[src/rtl/interp_pkg.sv]
// Shared constants, FSM encoding and helper functions for the fractional-sample
// interpolation sequencer.
package interp_pkg;

  localparam int FRAC_W   = 2;
  localparam int NUM_FILT = 15;
  localparam int SEL_W    = 4;
  localparam int DIM_MIN  = 4;
  localparam int DIM_MAX  = 64;
  localparam int CNT_W    = 6;

  // The mux default input sits just past the last filter index
  localparam logic [SEL_W-1:0] SEL_BYPASS = SEL_W'(NUM_FILT);

  typedef enum logic [1:0] {
    ST_IDLE  = 2'd0,
    ST_RUN   = 2'd1,
    ST_DRAIN = 2'd2
  } state_t;

  function automatic logic [SEL_W-1:0] phase_select(input logic [FRAC_W-1:0] fx,
                                                    input logic [FRAC_W-1:0] fy);
    logic [SEL_W-1:0] idx;
    idx = {fy, fx};
    return (idx == '0) ? SEL_BYPASS : idx - SEL_W'(1);
  endfunction

  function automatic logic dim_legal(input int unsigned d);
    return (d >= DIM_MIN) && (d <= DIM_MAX) && ((d % 4) == 0);
  endfunction

endpackage

[src/rtl/interp_valid_pipe.sv]
// Enable-gated shift register carrying a valid bit and a tag; models the
// filter-bank latency so the tag emerges alongside the filtered sample.
module interp_valid_pipe #(
  parameter int DEPTH = 2,
  parameter int TAG_W = 12
) (
  input  logic             clk,
  input  logic             rst_n,
  input  logic             en,
  input  logic             in_valid,
  input  logic [TAG_W-1:0] in_tag,
  output logic             out_valid,
  output logic [TAG_W-1:0] out_tag
);

  logic [DEPTH-1:0] valid_q;
  logic [TAG_W-1:0] tag_q [DEPTH];

  always_ff @(posedge clk or negedge rst_n) begin
    if (!rst_n) begin
      valid_q <= '0;
      for (int i = 0; i < DEPTH; i++) tag_q[i] <= '0;
    end else if (en) begin
      valid_q[0] <= in_valid;
      tag_q[0]   <= in_tag;
      for (int i = 1; i < DEPTH; i++) begin
        valid_q[i] <= valid_q[i-1];
        tag_q[i]   <= tag_q[i-1];
      end
    end
  end

  assign out_valid = valid_q[DEPTH-1];
  assign out_tag   = tag_q[DEPTH-1];

endmodule

[src/rtl/interp_sel_ctrl.sv]
// Block sequencer for the interpolation datapath: walks a WxH block, drives the
// reference-buffer advance and tags filtered samples with column/row.
module interp_sel_ctrl
  import interp_pkg::*;
#(
  parameter int FILT_LAT = 2,
  parameter int DIM_W    = 7
) (
  input  logic             clk,
  input  logic             rst_n,
  input  logic             start,
  input  logic [1:0]       frac_x,
  input  logic [1:0]       frac_y,
  input  logic [DIM_W-1:0] blk_w,
  input  logic [DIM_W-1:0] blk_h,
  input  logic             out_ready,
  output logic             rd_en,
  output logic [3:0]       select,
  output logic             bypass,
  output logic             out_valid,
  output logic [5:0]       col,
  output logic [5:0]       row,
  output logic             busy,
  output logic             done,
  output logic             err
);

  state_t           state, state_nxt;
  logic [CNT_W-1:0] col_i, row_i;
  logic [CNT_W-1:0] w_last, h_last;
  logic             job_ok, accept, at_last, last_xfer;
  logic [2*CNT_W-1:0] out_tag;

  assign job_ok    = dim_legal(32'(blk_w)) && dim_legal(32'(blk_h));
  assign accept    = (state == ST_IDLE) && start && job_ok;
  assign at_last   = (col_i == w_last) && (row_i == h_last);
  assign rd_en     = (state == ST_RUN) && out_ready;
  assign busy      = (state != ST_IDLE);
  // The final tag is unique within a job, so seeing it transfer means the pipe is empty
  assign last_xfer = (state == ST_DRAIN) && out_valid && out_ready &&
                     (col == w_last) && (row == h_last);

  always_ff @(posedge clk or negedge rst_n) begin
    if (!rst_n) state <= ST_IDLE;
    else        state <= state_nxt;
  end

  always_comb begin
    state_nxt = state;
    case (state)
      ST_IDLE:  if (accept)           state_nxt = ST_RUN;
      ST_RUN:   if (rd_en && at_last) state_nxt = ST_DRAIN;
      ST_DRAIN: if (last_xfer)        state_nxt = ST_IDLE;
      default:                        state_nxt = ST_IDLE;
    endcase
  end

  always_ff @(posedge clk or negedge rst_n) begin
    if (!rst_n) begin
      w_last <= '0;
      h_last <= '0;
      select <= '0;
      bypass <= 1'b0;
    end else if (accept) begin
      w_last <= CNT_W'(blk_w - DIM_W'(1));
      h_last <= CNT_W'(blk_h - DIM_W'(1));
      select <= phase_select(frac_x, frac_y);
      bypass <= (frac_x == 2'd0) && (frac_y == 2'd0);
    end
  end

  always_ff @(posedge clk or negedge rst_n) begin
    if (!rst_n) begin
      col_i <= '0;
      row_i <= '0;
    end else if (accept) begin
      col_i <= '0;
      row_i <= '0;
    end else if (rd_en) begin
      if (col_i == w_last) begin
        col_i <= '0;
        row_i <= row_i + CNT_W'(1);
      end else begin
        col_i <= col_i + CNT_W'(1);
      end
    end
  end

  always_ff @(posedge clk or negedge rst_n) begin
    if (!rst_n) begin
      err  <= 1'b0;
      done <= 1'b0;
    end else begin
      err  <= (state == ST_IDLE) && start && !job_ok;
      done <= last_xfer;
    end
  end

  interp_valid_pipe #(
    .DEPTH (FILT_LAT),
    .TAG_W (2*CNT_W)
  ) u_pipe (
    .clk       (clk),
    .rst_n     (rst_n),
    .en        (out_ready),
    .in_valid  (rd_en),
    .in_tag    ({row_i, col_i}),
    .out_valid (out_valid),
    .out_tag   (out_tag)
  );

  assign row = out_tag[2*CNT_W-1:CNT_W];
  assign col = out_tag[CNT_W-1:0];

endmodule
[config.mk]
export PLATFORM = sky130hd
export DESIGN_NAME = interp_sel_ctrl
export DESIGN_NICKNAME = d
export VERILOG_FILES = /design/src/rtl/interp_pkg.sv /design/src/rtl/interp_valid_pipe.sv /design/src/rtl/interp_sel_ctrl.sv
export SDC_FILE = /design/constraint.sdc
export NUM_CORES = 1
export LEC_CHECK = 0
export CAP_MARGIN = 20
export CORE_AREA = 2 2 83 77
export DETAILED_ROUTE_END_ITERATION = 10
export DIE_AREA = 0 0 85 79
export HOLD_SLACK_MARGIN = 0.12
export PLACE_DENSITY = 0.83
export SYNTH_ARGS = -nofsm -noshare
export SYNTH_HDL_FRONTEND = slang
export SYNTH_SLANG_ARGS = --single-unit
[constraint.sdc]
create_clock -name clk -period 4.5 [get_ports clk]
set_input_delay 0.45 -clock clk [delete_from_list [all_inputs] [get_ports clk]]
set_output_delay 0.45 -clock clk [all_outputs]
set_load 0.01 [all_outputs]
==> impl_metrics.csv <==
group,metric,value,unit
run_status,status,"completed",
place,io_buffers,43,
routing,drc_errors,0,
power,leakage,1.61,nW
setup_path,crit_arrival,2.39,ns
sta,worst_slew_pin_slew,0.750,ns
final_layout,design_area,3790,sq um
sta,fmax,0.352,GHz
floorplanning,fp.coreArea,5910,sq um
setup_path,reg2reg_to,"row_i[3]",
routing,drt_iter0_drc,179,
setup_path,cp-start-kind,"input port",
floorplanning,die_h,79,um
sta,fin_skew,0.00672,ns
floorplanning,rows,27,
sta,slew_viol_final,0,
sta,rsz0062_at_grt,"false",
final_layout,n_antenna_cell,0,
routing,via_per_inst,5.63,
global_routing,overflow,0,
setup_path,crit_type,"in2out",
power,finalPower,0.00151,W
floorplanning,die-area,6720,sq um
place,gp_congestion,0.839,
sta,hold_viol_final,0,
floorplanning,initial_core_util,0.545,
sta,post-route-min-period,2.84,ns
power,p_per_area,398,nW/um^2
setup_path,crit_fanout,29,
global_routing,grt_max_degree,60,
final_layout,multiInputGateArea,1530,sq um
routing,dr.pass1.iters,4,
synthesis,ys_seq_area_frac,0.458,
setup_path,end_kind,"output pin",
clock_network,cts.path.max_buffers,2,
final_layout,final_common_cell,"dfrtp_1",
final_layout,layout_common_cells,"59 x dfrtp_1, 42 x clkdlybuf4s50_1, 31 x mux2_2, 25 x xnor2_1, 15 x nand2_1",
routing,routed_wl,6.24,mm
worst_hold_path,hold_path.class,"in2async",
global_routing,grt.total_usage,0.203,
routing,final_antenna_net_count,0,
setup_path,worstSetupEndpoint,"rd_en",
sta,setup_viol,0,
setup_path,startpoint,"out_ready",
final_layout,layout-drive-gt1-share,0.214,
floorplanning,die_w,85,um
setup_path,r2r_cells,4,
clock_network,postCtsSetupRepairBufs,0,
synthesis,synth_area,3220,sq um
global_routing,grt_pass1_vias,2251,
power,ir_drop,241,uV
clock_network,clk_pin_slew,0.06,ns
clock_network,clk_latency,0.34,ns
sta,slew_headroom,0.498,
synthesis,syn_avg_cell_area,11.3,sq um
clock_network,cts_tree,"done",
synthesis,synth-seq-cells,59,
clock_network,cts_hold_buf,0,
routing,dr_total_vias,2217,
final_layout,regArea,1480,sq um
synthesis,synth.yosys.warnings,0,
setup_path,r2r-start,"col_i[3]",
sta,tns,0,ns
setup_path,reg2reg_slack,2.16,ns
routing,wl_per_cell,15.8,um
synthesis,synth_fp_nets,315,
setup_path,crit_required,4.05,ns
synthesis,synth_cell_types,44,
sta,post-route-period-util,0.632,
clock_network,cts_buffers,9,
clock_network,post_cts_resized,0,
global_routing,grt_pass1_wl,10.6,mm
final_layout,syn_to_final_growth,17.7,%
run,maxCapViolations,0,
place,detailed_place_hpwl,4.63,mm
final_layout,n_fill_cell,469,
synthesis,synthCells,285,
clock_network,cts-root-buf,"clkbuf_8",
final_layout,final_core_util,0.642,
global_routing,antenna_found_initial,0,
clock_network,clkSinkCount,59,
clock_network,htreeDepth,3,
final_layout,nNetsFinal,348,
place,dpl_cell_area,3600,sq um
floorplanning,pin_count,44,
worst min-delay path by stage:
stage,endpoint,cells after the start
3_5_place_dp,u_pipe.tag_q[17],1
6_report,u_pipe.tag_q[14],2
2_1_floorplan,bypass,0
5_1_grt,u_pipe.out_tag[1],2
4_1_cts,u_pipe.out_tag[1],2
3_3_place_gp,u_pipe.tag_q[12],1
sequential cells by signal, indices dropped and copies added (netlist names):
register and count:
h_last 6, u_pipe.out_tag 12, select 4, bypass 1
state 2, w_last 6, u_pipe.tag_q 12, done 1
col_i 6, row_i 6, err 1, u_pipe.valid_q 2
per-layer routing:
metal | vias to the layer above | wire length (um) | track usage
met5 | - | 0 | 0
met4 | 0 | 76 | 0.0683
met3 | 8 | 307 | 0.0582
met2 | 58 | 2830 | 0.310
met1 | 1086 | 3030 | 0.278
li1 | 1065 | - | -
cells by family (layout without fill, tap and decap cells):
group,after synthesis,in the layout,share of synthesized area
multiplexers,40,40,0.145
adder cells (fa/ha/maj),8,8,0.0311
flip-flops,59,59,0.458
XOR/XNOR,30,30,0.0815
buffers and inverters,38,75,0.0660
AND/OR/NAND/NOR,66,66,0.123
AO/OA/AOI/OAI,44,44,0.0951
power breakdown:
group          switching [W]  internal (W)  total, W
registers          0.0000780      0.000602  0.000680
logic               0.000172      0.000185  0.000358
clock network       0.000190      0.000282  0.000472
total               0.000440       0.00107   0.00151
per-stage QoR:
stage                     worst slack, ns  std cells  hold WS (ns)
after floorplan                      2.54        285         0.154
after global placement               1.68        379         0.484
after detailed placement             1.63        379         0.492
after CTS                            1.64        394         0.277
after global routing                 1.51        394         0.318
final                                1.66        394         0.236
area by class of cell:
type                    instances  share of cell area
clock inverters                 2             0.00923
inverters                      14              0.0138
multi-input cells             188               0.404
repair buffers                 46               0.118
flip-flops and latches         59               0.389
clock buffers                  13              0.0419
well taps                      72              0.0237
Yosys cell counts, drive strengths merged:
cell / count / area share
dfrtp: 59 / 0.46
mux2: 35 / 0.13
xnor2: 25 / 0.068
buf: 20 / 0.045
nand2: 15 / 0.017
a21oi: 14 / 0.033
inv: 14 / 0.016
nor2: 9 / 0.010
ha: 8 / 0.031
o21ai: 8 / 0.012
nand3: 7 / 0.011
or4: 7 / 0.016
a31oi: 6 / 0.012
o31ai: 6 / 0.014
mux2i: 5 / 0.018
xor2: 5 / 0.014
clkbuf: 4 / 0.0047
nand4: 4 / 0.0078
nor2b: 4 / 0.0078
nor4: 4 / 0.014
o211ai: 3 / 0.0070
and3: 2 / 0.0039
nand2b: 2 / 0.0039
nor3: 2 / 0.0031
nor3b: 2 / 0.0047
o22ai: 2 / 0.0039
o41ai: 2 / 0.0054
or3b: 2 / 0.0054
or4b: 2 / 0.0062
a41oi: 1 / 0.0027
and4: 1 / 0.0027
and4b: 1 / 0.0031
nand3b: 1 / 0.0035
o21a: 1 / 0.0023
o21bai: 1 / 0.0023
or3: 1 / 0.0019
critical path, stage by stage:
cell	delay (ns)
clkdlybuf4s50_1	0.45
buf_4	0.32
nand3b_2	0.35
inv_1	0.25
clkdlybuf4s50_1	0.56
No activity file was read; power rests on OpenSTA's default activity.
